File: src/rtl/uart_pkg.sv
`default_nettype none
// ============================================================================
// uart_pkg : shared byte width and transmit-feeder FSM state encoding
// Rev 1.0
// ============================================================================
package uart_pkg;

  localparam int BYTE_W = 8;

  typedef enum logic [1:0] {
    ST_IDLE  = 2'd0,
    ST_LOAD  = 2'd1,
    ST_START = 2'd2,
    ST_WAIT  = 2'd3
  } tx_state_t;

endpackage : uart_pkg
`default_nettype wire

File: src/rtl/uart_sync_fifo.sv
`default_nettype none
// ============================================================================
// uart_sync_fifo : single-clock circular-buffer FIFO with registered status
// Rev 1.0
// ============================================================================
module uart_sync_fifo #(
  parameter int WIDTH      = 8,
  parameter int DEPTH_LOG2 = 4
) (
  input  logic                  clk,
  input  logic                  rst,
  input  logic [WIDTH-1:0]      wr_data,
  input  logic                  wr_en,
  input  logic                  pop,
  output logic [WIDTH-1:0]      rd_data,
  output logic                  full,
  output logic                  empty,
  output logic [DEPTH_LOG2:0]   count
);

  localparam int                  DEPTH     = 1 << DEPTH_LOG2;
  localparam logic [DEPTH_LOG2:0]   DEPTH_CNT = (DEPTH_LOG2 + 1)'(DEPTH);
  localparam logic [DEPTH_LOG2:0]   CNT_ONE   = (DEPTH_LOG2 + 1)'(1);
  localparam logic [DEPTH_LOG2-1:0] PTR_ONE   = DEPTH_LOG2'(1);

  logic [WIDTH-1:0]      mem [DEPTH];
  logic [DEPTH_LOG2-1:0] wr_ptr;
  logic [DEPTH_LOG2-1:0] rd_ptr;
  logic [DEPTH_LOG2:0]   count_next;
  logic                  wr_ok;
  logic                  pop_ok;

  // A write against a full FIFO is dropped even if a pop frees a slot
  // on the same edge, so acceptance looks only at the registered flag.
  assign wr_ok  = wr_en && !full;
  assign pop_ok = pop && !empty;

  assign rd_data = mem[rd_ptr];

  always_comb begin
    count_next = count;
    case ({wr_ok, pop_ok})
      2'b10:   count_next = count + CNT_ONE;
      2'b01:   count_next = count - CNT_ONE;
      default: count_next = count;
    endcase
  end

  always_ff @(posedge clk) begin
    if (wr_ok) begin
      mem[wr_ptr] <= wr_data;
    end
  end

  always_ff @(posedge clk) begin
    if (rst) begin
      wr_ptr <= '0;
      rd_ptr <= '0;
      count  <= '0;
      full   <= 1'b0;
      empty  <= 1'b1;
    end else begin
      if (wr_ok) begin
        wr_ptr <= wr_ptr + PTR_ONE;
      end
      if (pop_ok) begin
        rd_ptr <= rd_ptr + PTR_ONE;
      end
      count <= count_next;
      full  <= (count_next == DEPTH_CNT);
      empty <= (count_next == '0);
    end
  end

endmodule : uart_sync_fifo
`default_nettype wire

File: src/rtl/uart_tx_feeder.sv
`default_nettype none
// ============================================================================
// uart_tx_feeder : byte FIFO draining into a UART transmitter via
// TXDATA/TXSTART/TXDONE. Optional sticky overflow flag: UART_TXFEED_OVF_EN.
// Rev 1.0
// ============================================================================
module uart_tx_feeder
  import uart_pkg::*;
#(
  parameter int DEPTH_LOG2 = 4
) (
  input  logic                CLK,
  input  logic                RESET,
  input  logic [BYTE_W-1:0]   WRDATA,
  input  logic                WREN,
  output logic                FULL,
  output logic                EMPTY,
  output logic [DEPTH_LOG2:0] COUNT,
  output logic [BYTE_W-1:0]   TXDATA,
  output logic                TXSTART,
  input  logic                TXBUSY,
  input  logic                TXDONE,
  output logic                IDLE,
  output logic                OVERFLOW,
  input  logic                OVFCLR
);

  tx_state_t         state;
  tx_state_t         state_next;
  logic              pop;
  logic              start;
  logic [BYTE_W-1:0] head;

  uart_sync_fifo #(
    .WIDTH      (BYTE_W),
    .DEPTH_LOG2 (DEPTH_LOG2)
  ) u_fifo (
    .clk     (CLK),
    .rst     (RESET),
    .wr_data (WRDATA),
    .wr_en   (WREN),
    .pop     (pop),
    .rd_data (head),
    .full    (FULL),
    .empty   (EMPTY),
    .count   (COUNT)
  );

  always_ff @(posedge CLK) begin
    if (RESET) begin
      state <= ST_IDLE;
    end else begin
      state <= state_next;
    end
  end

  // TXDONE is only listened to in ST_WAIT; stray pulses elsewhere fall
  // through to the hold-state defaults.
  always_comb begin
    state_next = state;
    pop        = 1'b0;
    start      = 1'b0;
    case (state)
      ST_IDLE: begin
        if (!EMPTY && !TXBUSY) begin
          pop        = 1'b1;
          state_next = ST_LOAD;
        end
      end
      ST_LOAD: begin
        state_next = ST_START;
      end
      ST_START: begin
        start      = 1'b1;
        state_next = ST_WAIT;
      end
      ST_WAIT: begin
        if (TXDONE) begin
          state_next = ST_IDLE;
        end
      end
      default: begin
        state_next = ST_IDLE;
      end
    endcase
  end

  // The launched byte is captured at pop time and held until the next pop,
  // so it stays stable for the whole transmission.
  always_ff @(posedge CLK) begin
    if (RESET) begin
      TXDATA <= '0;
    end else if (pop) begin
      TXDATA <= head;
    end
  end

  assign TXSTART = start;
  assign IDLE    = EMPTY && (state == ST_IDLE);

`ifdef UART_TXFEED_OVF_EN
  logic overflow_q;

  always_ff @(posedge CLK) begin
    if (RESET) begin
      overflow_q <= 1'b0;
    end else if (WREN && FULL) begin
      overflow_q <= 1'b1;
    end else if (OVFCLR) begin
      overflow_q <= 1'b0;
    end
  end

  assign OVERFLOW = overflow_q;
`else
  logic unused_ovfclr;

  assign unused_ovfclr = OVFCLR;
  assign OVERFLOW      = 1'b0;
`endif

endmodule : uart_tx_feeder
`default_nettype wire

File: config.mk
export PLATFORM = sky130hd
export DESIGN_NAME = uart_tx_feeder
export DESIGN_NICKNAME = d
export VERILOG_FILES = /design/src/rtl/uart_pkg.sv /design/src/rtl/uart_sync_fifo.sv /design/src/rtl/uart_tx_feeder.sv
export SDC_FILE = /design/constraint.sdc
export NUM_CORES = 1
export LEC_CHECK = 0
export ABC_AREA = 1
export CAP_MARGIN = 10
export CELL_PAD_IN_SITES_DETAIL_PLACEMENT = 1
export CELL_PAD_IN_SITES_GLOBAL_PLACEMENT = 1
export CORE_MARGIN = 1.5
export CORE_UTILIZATION = 38
export CTS_BUF_LIST = sky130_fd_sc_hd__clkbuf_8
export CTS_CLUSTER_SIZE = 10
export DETAILED_ROUTE_END_ITERATION = 8
export PLACE_DENSITY = 0.66
export SETUP_SLACK_MARGIN = 0.3
export SKIP_CTS_REPAIR_TIMING = 1
export SLEW_MARGIN = 10
export SYNTH_ARGS = -nofsm -noshare
export SYNTH_HDL_FRONTEND = slang
export SYNTH_SLANG_ARGS = --single-unit
File: constraint.sdc
create_clock -name CLK -period 3 [get_ports CLK]
set_clock_uncertainty 0.15 [all_clocks]
set_input_delay 0.9 -clock CLK [delete_from_list [all_inputs] [get_ports CLK]]
set_output_delay 0.9 -clock CLK [all_outputs]
set_load 0.005 [all_outputs]
==> results.py, run 1 <==
metrics = {
    "synthesis": {
        "synth_edf_count": 128,
        "synthMuxAreaShare_pct": 0,
        "synth_top_family_by_area": "simple AND/OR/NAND/NOR gates",
        "ys_async_sr_fraction_pct": 0,
        "ys_ff_latch": 153,
        "synth-simple-area-share_pct": 12.6,
        "ys_seq_area_share_pct": 68.5,
        "synthXorXnorAreaFrac_pct": 0.138,
        "ys_types": 30,
        "synth_top_area_share_pct": 60.6,
        "yosysMostFrequentCell": "edfxtp_1",
        "synth_compound_area_share_pct": 12.0,
        "ys.flop_type": "edfxtp_1",
        "syn_nets": 561,
        "synth_area_mm2": 0.00634,
        "synth_warnings": 0,
        "synth_common_cells": "edfxtp_1 (128), nor2_1 (100), o21ai_0 (61)",
        "syn_area_per_cell_um2": 11.8,
        "postSynthCellCount": 536,
        "synth_top_area_cell": "edfxtp_1",
        "synthTopCellsByArea": "edfxtp_1 (61%), dfxtp_1 (7.9%), nor2_1 (5.9%)",
        "synth_fa_ha_area_share_pct": 2.17,
    },
    "cts": {
        "htreeDepth": 4,
        "cts_tree": "done",
        "cts_buffers": 17,
        "root_buffer": "clkbuf_8",
        "cts_sinks": 153,
        "clockBufferDepth": 2,
        "insertion_delay_ns": 0.45,
        "clk_pin_slew_ns": 0.08,
    },
    "status": {
        "status": "complete, no violations",
    },
    "setup_path": {
        "critPathBufInv": 2,
        "r2r_slack_ns": 0.80,
        "path_class": "flop to output pin",
        "crit_arrival_ns": 1.56,
        "worstSetupStartpointType": "flop",
        "slowest_stage": "clkdlybuf4s50_1",
        "crit_required_ns": 1.95,
        "rr_endpoint": "u_fifo.full",
        "r2r_cells": 15,
        "critical_path.cell_chain": "inv_4, ha_1, clkdlybuf4s50_1",
        "timing.rr.start": "state[1]",
        "crit_fanout": 4,
        "crit_path_end_kind": "output pin",
        "critPathTopFamily": "buffers and inverters",
        "max_stage_delay_ns": 0.51,
        "critical_path.startpoint": "state[0]",
    },
    "pwr": {
        "irDropWorstVdd_v": 0.000316,
        "p_per_area_mw_per_mm2": 730,
        "leakage_nw": 2.67,
        "power_w": 0.00549,
    },
    "routing": {
        "route.detailed.drc": 0,
        "wirelength_mm": 16.3,
        "drtPass1Iterations": 5,
        "via_count": 4404,
        "ant_nets": 0,
        "drtIter0Drc": 309,
        "viasPerCell": 5.34,
        "routedWlPerCell_um": 19.8,
    },
    "finish": {
        "stdcell_count": 825,
        "drive_gt1_share_pct": 14.7,
        "antenna_cells": 0,
        "finalNetCount": 617,
        "area_delta_synth_final_pct": 18.5,
    },
    "timing": {
        "fmax_ghz": 0.383,
        "tightestPinTransition_ns": 0.751,
        "finalSetupTns_ns": 0,
        "period_share_pct": 87.1,
        "period_minus_slack_ns": 2.61,
        "setup_ws_ns": 0.387,
        "report.final.slew_viol_count": 0,
        "max_slew_margin_pct": 50.0,
        "grt_setup_unrepaired": "false",
        "worst_hold_slack_ns": 0.361,
        "setup_viol": 0,
        "finalHoldViolations": 0,
    },
    "hold_path": {
        "holdPathEnd": "TXDATA[7]",
        "min_path_cells": 2,
        "hp-class": "flop to flop",
        "holdCritStartpoint": "TXDATA[7]",
    },
    "floorplan": {
        "rows": 47,
        "die_h_um": 132,
        "core_mm2": 0.0165,
        "die_w_um": 132,
        "die-area_mm2": 0.0175,
        "boundaryPins": 32,
        "start_util_pct": 38.5,
    },
    "global_routing": {
        "antenna_found_initial": 1,
        "grt_pass1_wl_mm": 25.7,
        "grtUsageTotal_pct": 19.7,
        "grt_max_degree": 67,
        "gr-total-overflow": 0,
        "grt_pass1_vias": 4602,
    },
    "place": {
        "place_ws_ns": 0.00947,
        "place_congestion": 0.870,
        "portBuffers": 29,
        "dp_hpwl_mm": 10.6,
        "dp_cells": 792,
    },
    "job": {
        "maxCapViolCount": 0,
    },
}
==> flip-flops by register name, indices dropped and copies added (netlist names) <==
| name | flops |
|---|---|
| TXDATA | 8 |
| u_fifo.mem | 128 |
| u_fifo.wr_ptr | 4 |
| u_fifo.full | 1 |
| u_fifo.rd_ptr | 4 |
| u_fifo.empty | 1 |
| state | 2 |
| u_fifo.count | 5 |
==> metal layers <==
layer  wire length (µm)  up-vias  global-route usage [%]
met2               8340       63                    33.3
met3                450       16                    4.42
li1                   -     2052                       -
met4                309        2                    7.16
met1               7200     2271                    24.7
met5                 11        -                       0
==> how the worst max path moves through the flow <==
stage,cells after the start,slack [ns],endpoint
2_1_floorplan,10,0.48,u_fifo.empty
3_3_place_gp,10,0.05,u_fifo.empty
3_5_place_dp,10,0.009,u_fifo.empty
4_1_cts,5,0.15,IDLE
5_1_grt,3,0.31,TXSTART
6_report,3,0.39,TXSTART
==> cells in the final DEF (no fill, tap or decap), drive strengths merged, types with 6 or more instances in the layout <==
| cell | synthesis | final |
|---|---|---|
| clkbuf | 5 | 18 |
| o221ai | 20 | 20 |
| buf | 24 | 37 |
| o21ai | 72 | 72 |
| edfxtp | 128 | 128 |
| o211ai | 21 | 21 |
| a21oi | 11 | 11 |
| inv | 34 | 38 |
| nor2 | 103 | 103 |
| ha | 11 | 11 |
| nand3 | 36 | 36 |
| clkdlybuf4s50 | 0 | 28 |
| dfxtp | 25 | 25 |
| clkinv | 2 | 6 |
| nand2 | 33 | 33 |
==> power by group <==
part / switching [W] / internal [W]
Clock: 0.000762 / 0.00101
Sequential: 0.0000703 / 0.00240
Combinational: 0.000761 / 0.000484
Total: 0.00159 / 0.00389
==> metrics by stage <==
step	cell area, µm²	util [%]
floorplan	6340	-
global placement	7030	42.7
detailed placement	7030	42.7
CTS	7480	45.5
global route	7510	45.6
finish	7510	45.6
==> logic make-up (layout without fill, tap and decap cells) <==
| kind of cell | after synthesis | in the layout |
|---|---|---|
| buffers and inverters | 65 | 134 |
| flip-flops | 153 | 153 |
| adder cells (fa/ha/maj) | 11 | 11 |
| other | 1 | 1 |
| XOR/XNOR | 1 | 1 |
| AND/OR/NAND/NOR | 180 | 180 |
| AO/OA/AOI/OAI | 125 | 125 |
==> worst register-to-register path: stages, from the launching register on <==
cell	delay, ns
dfxtp_2	0.36
inv_2	0.06
ha_4	0.16
buf_4	0.16
nand2_1	0.09
inv_1	0.06
ha_1	0.23
a21oi_1	0.22
inv_1	0.10
nand3_1	0.09
nand2_1	0.07
nand3_1	0.08
nand2_1	0.06
nand2_2	0.07
nand2_1	0.08
nor2_2	0.10
==> cell type report <==
type,instances,area (µm²)
fill,1763,8950
sequential,153,4350
multi-input combinational,318,1720
timing repair buffer,66,583
tap,220,275
clock buffer,18,248
clock inverter,14,203
inverter,36,138
Power figures use the tool's default switching activity.
==> run 2: changes to the inputs <==
--- a/config.mk
+++ b/config.mk
@@ -6,15 +6,16 @@
 export NUM_CORES = 1
 export LEC_CHECK = 0
 export ABC_AREA = 1
+export ABC_CLOCK_PERIOD_IN_PS = 3000
 export CAP_MARGIN = 10
 export CELL_PAD_IN_SITES_DETAIL_PLACEMENT = 1
 export CELL_PAD_IN_SITES_GLOBAL_PLACEMENT = 1
 export CORE_MARGIN = 1.5
-export CORE_UTILIZATION = 38
+export CORE_UTILIZATION = 40
 export CTS_BUF_LIST = sky130_fd_sc_hd__clkbuf_8
 export CTS_CLUSTER_SIZE = 10
 export DETAILED_ROUTE_END_ITERATION = 8
-export PLACE_DENSITY = 0.66
+export PLACE_DENSITY = 0.69
 export SETUP_SLACK_MARGIN = 0.3
 export SKIP_CTS_REPAIR_TIMING = 1
 export SLEW_MARGIN = 10
==> run 2 against run 1 <==
- final cell count down 1.5%
- power decreased by 0.66%
- utilization rose by 3.2 points
- first-iteration DRC count is 8.7% higher
- global-route usage is 1.9 points higher
- die area fell by 4.9%
- critical path type unchanged
- critical endpoint unchanged
==> results.py, run 2 (synthesis gave the netlist of run 1 again) <==
metrics = {
    "status": {
        "status": "complete, no violations",
    },
    "setup_path": {
        "crit_path_end_kind": "output pin",
        "critical_path.cell_chain": "inv_4, ha_1, clkdlybuf4s50_1",
        "worstSetupStartpointType": "flop",
        "critPathBufInv": 2,
        "critPathTopFamily": "buffers and inverters",
        "crit_fanout": 4,
        "timing.rr.start": "state[1]",
        "crit_required_ns": 1.95,
        "rr_endpoint": "u_fifo.empty",
        "max_stage_delay_ns": 0.51,
        "slowest_stage": "clkdlybuf4s50_1",
        "critical_path.startpoint": "state[0]",
        "path_class": "flop to output pin",
        "crit_arrival_ns": 1.54,
        "r2r_slack_ns": 0.85,
        "r2r_cells": 11,
    },
    "finish": {
        "finalNetCount": 614,
        "drive_gt1_share_pct": 14.5,
        "antenna_cells": 0,
        "area_delta_synth_final_pct": 17.9,
        "final.fill_count": 1634,
        "reg_top3": "u_fifo.mem: 128 flops, TXDATA: 8 flops, u_fifo.count: 5 flops",
        "regMostFlops": "u_fifo.mem",
        "largest_reg_flops": 128,
        "layout_commonest_cell": "edfxtp_1",
        "stdcell_count": 813,
        "fin_area_mm2": 0.00748,
        "most-common-layout-cells": "edfxtp_1 (128), nor2_1 (100), o21ai_0 (60)",
    },
    "cts": {
        "cts_sinks": 153,
        "clk_pin_slew_ns": 0.08,
        "cts_tree": "done",
        "insertion_delay_ns": 0.45,
        "clockBufferDepth": 2,
        "cts_buffers": 17,
        "htreeDepth": 4,
        "root_buffer": "clkbuf_8",
    },
    "routing": {
        "drtIter0Drc": 336,
        "viasPerCell": 5.33,
        "wl_met1_mm": 6.96,
        "route.met2.wl_mm": 8.36,
        "routedWlPerCell_um": 20.5,
        "via_count": 4333,
        "drtPass1Iterations": 5,
        "ant_nets": 0,
        "route.detailed.drc": 0,
        "maxUsedRoutingLayer": "met4",
        "wirelength_mm": 16.6,
        "wl_met3_um": 918,
    },
    "floorplan": {
        "rows": 45,
        "core_mm2": 0.0153,
        "die-area_mm2": 0.0166,
        "die_w_um": 129,
        "boundaryPins": 32,
        "die_h_um": 129,
        "start_util_pct": 41.4,
    },
    "job": {
        "maxCapViolCount": 0,
    },
    "timing": {
        "period_minus_slack_ns": 2.59,
        "fmax_ghz": 0.386,
        "period_share_pct": 86.4,
        "report.final.slew_viol_count": 0,
        "grt_setup_unrepaired": "false",
        "setup_viol": 0,
        "finalHoldViolations": 0,
        "tightestPinTransition_ns": 0.752,
        "finalSetupTns_ns": 0,
        "max_slew_margin_pct": 49.8,
    },
    "global_routing": {
        "grtUsageTotal_pct": 21.5,
        "grt_pass1_wl_mm": 25.8,
        "gr-total-overflow": 0,
        "grt_pass1_vias": 4539,
        "antenna_found_initial": 0,
        "grt_max_degree": 59,
    },
    "place": {
        "dp_hpwl_mm": 10.4,
        "place_congestion": 0.761,
        "postPlaceCellArea_mm2": 0.00699,
        "dp_cells": 778,
        "portBuffers": 29,
    },
    "hold_path": {
        "holdCritStartpoint": "TXDATA[2]",
        "holdPathEnd": "TXDATA[2]",
        "min_path_cells": 2,
        "hp-class": "flop to flop",
    },
    "pwr": {
        "irDropWorstVdd_v": 0.000305,
        "leakage_nw": 2.64,
        "p_per_area_mw_per_mm2": 729,
    },
}
run 2: worst max-delay path by stage:
stage,end,slack (ns),cells past startpoint
finish,TXSTART,0.41,3
global route,u_fifo.full,0.33,15
CTS,IDLE,0.17,5
detailed placement,u_fifo.empty,-0.07,10
global placement,u_fifo.empty,0.03,10
floorplan,u_fifo.empty,0.48,10
run 2: metal layers:
layer | GRT usage [%] | vias to the layer above
li1 | - | 2038
met1 | 26.5 | 2177
met2 | 36.4 | 92
met3 | 4.82 | 26
met4 | 9.39 | 0
met5 | 0 | -
run 2: layout make-up:
type,count,area (µm²),area share [%]
Clock inverter,15,209,2.79
Multi-Input combinational cell,318,1720,23.1
Sequential cell,153,4350,58.1
Clock buffer,17,234,3.13
Inverter,36,138,1.84
Timing Repair Buffer,63,561,7.50
Tap cell,211,264,3.53
run 2: worst min-delay path: stages (launching register included):
cell,delay [ns]
dfxtp_1,0.33
o211ai_1,0.10
inv_1,0.05
run 2: metrics by stage:
step | hold slack (ns) | power (W) | util, % | setup slack (ns)
2_1_floorplan | 0.327 | 0.00326 | - | 0.481
3_3_place_gp | 0.333 | 0.00366 | 45.6 | 0.0266
3_5_place_dp | 0.336 | 0.00372 | 45.6 | -0.0707
6_report | 0.357 | 0.00545 | 48.8 | 0.409
4_1_cts | 0.362 | 0.00545 | 48.5 | 0.168
5_1_grt | 0.387 | 0.00572 | 48.8 | 0.330
run 2: power by group:
| part | total [W] | switching, W | internal, W |
|---|---|---|---|
| registers | 0.00248 | 0.0000737 | 0.00240 |
| logic | 0.00124 | 0.000755 | 0.000489 |
| clock network | 0.00173 | 0.000752 | 0.000978 |
| total | 0.00545 | 0.00158 | 0.00387 |
==> RTL change (flow settings as in run 1) <==
Build with the macro `UART_TXFEED_OVF_EN` defined.
--- a/src/rtl/uart_tx_feeder.sv
+++ b/src/rtl/uart_tx_feeder.sv
@@ -5,4 +5,6 @@
 // Rev 1.0
 // ============================================================================
+`define UART_TXFEED_OVF_EN
+
 module uart_tx_feeder
   import uart_pkg::*;
Formal check against the unedited RTL: same outputs for any inputs over 10 cycles, from zero or initial values and one cycle with RESET high; that may be too few to reach the edited logic, so the function may still have changed.
==> RTL change against run 1 <==
Sequential share of layout area grew 0.56 points. Design area shrank 0.53%. Critical path depth is the same. Synthesized cell count grew 2.8%. Clock power shrank 21%. Power shrank 5.1%. Sequential cell count grew 1. Routed wire length grew 4.0%. Fmax grew 0.24%. Area after synthesis grew 1.5%. Setup slack gained 0.0063 ns. Largest power group unchanged.
==> RTL change: results (changes against run 1) <==
status finished, final reports clean; Relative slew margins 50.9% (+0.96 points); drt pass-1 iters 5 (unchanged); I/O Buffers 31 (+6.9%); Post-synth EDFFs 128 (unchanged); Clock Latency Late Sink 0.46 ns; Metal-1 WL 7740 um (+7.4%); initial antenna violation count 0 (-1); peak supply drop 0.000395 V (+25%); Top delay family on crit path buffers and inverters; list of most frequent post-synthesis cells edfxtp_1 (128), nor2_1 (112), o21ai_0 (47); clock root buffer clkbuf_8; dpl cell area 0.00710 mm2 (+0.96%); Met2 Wirelength 8200 um (-1.7%); setup slack after placement -0.00787 ns (-0.0173 ns); Syn. warnings 0 (unchanged); Synth Area in Adders 2.14% (-0.032 points); Fillers 1818 (+3.1%); Placed Instances 806 (+1.8%); P_leak 2.62 nW (-2.0%); Max Used Layer met4; worst hold path class reg -> reg; fin cells 839 (+1.7%); crit path max-delay cell type clkdlybuf4s50_1; sequential area share after synthesis 67.8% (-0.71 points); Net Sw Frac 31.7% (+2.6 points); portion of netlist area occupied by mux cells 0% (unchanged); GR Util All Layers 20.3% (+0.60 points); XOR/XNOR share of the synthesized area 0.136% (-0.0021 points); via count of the first global-routing pass 4679 (+1.7%); vias 4406 (+0.045%); first-pass GRT wire length 26600 um (+3.7%); seq pwr 2.50 mW; HPWL Detailed 11000 um (+4.5%); Routability Congestion 0.807 (-7.2%); Avg WL per Cell 20.2 um (+2.3%); GRT met2 Usage 32.3% (-1.1 points); routed wl met3 745 um (+66%); Synth Area in Compound Gates 11.6% (-0.33 points); largest cells by area after synthesis edfxtp_1 (60%), dfxtp_1 (8.1%), nor2_1 (6.5%); nets 631 (+2.3%); met3 GRT Util 3.84% (-0.58 points); Mean Syn Cell Area 11.7 um2 (-1.2%); comb pwr 1.32 mW (+6%); initial DRC count 388 (+26%); met1 global-route usage 27.6% (+2.9 points); layout cells sized above 1 13.7% (-0.98 points); Syn Nets 576 (+2.7%); Pwr Density 697 mW/mm2 (-4.6%); library cells used by synthesis 30 (unchanged)
[RTL change: cell count changes in the layout (fill, tap and decap cells not counted), sizes merged, moves of 3 or more]
cell             run 1  this run
clkinvlp             1         4
bufinv               5         1
o221ai              20         8
clkinv               6        10
buf                 37        33
o211ai              21        33
nor2               103       115
[RTL change: worst paths after layout]
path,from,to,slack (ns),depth (start not counted)
worst max-delay path,state[0],TXSTART,0.39,3
worst min register to register,OVERFLOW,OVERFLOW,0.32,2
worst max register to register,state[1],u_fifo.full,0.77,15
worst min-delay path,OVERFLOW,OVERFLOW,0.32,2
[RTL change: layout make-up]
type / instances / area (um2) / share of cell area [%]
timing repair buffer: 64 / 573 / 7.67
clock inverter: 15 / 110 / 1.47
clock buffer: 17 / 234 / 3.13
inverter: 37 / 141 / 1.89
tap: 220 / 275 / 3.68
multi-input combinational: 332 / 1770 / 23.7
sequential: 154 / 4370 / 58.4
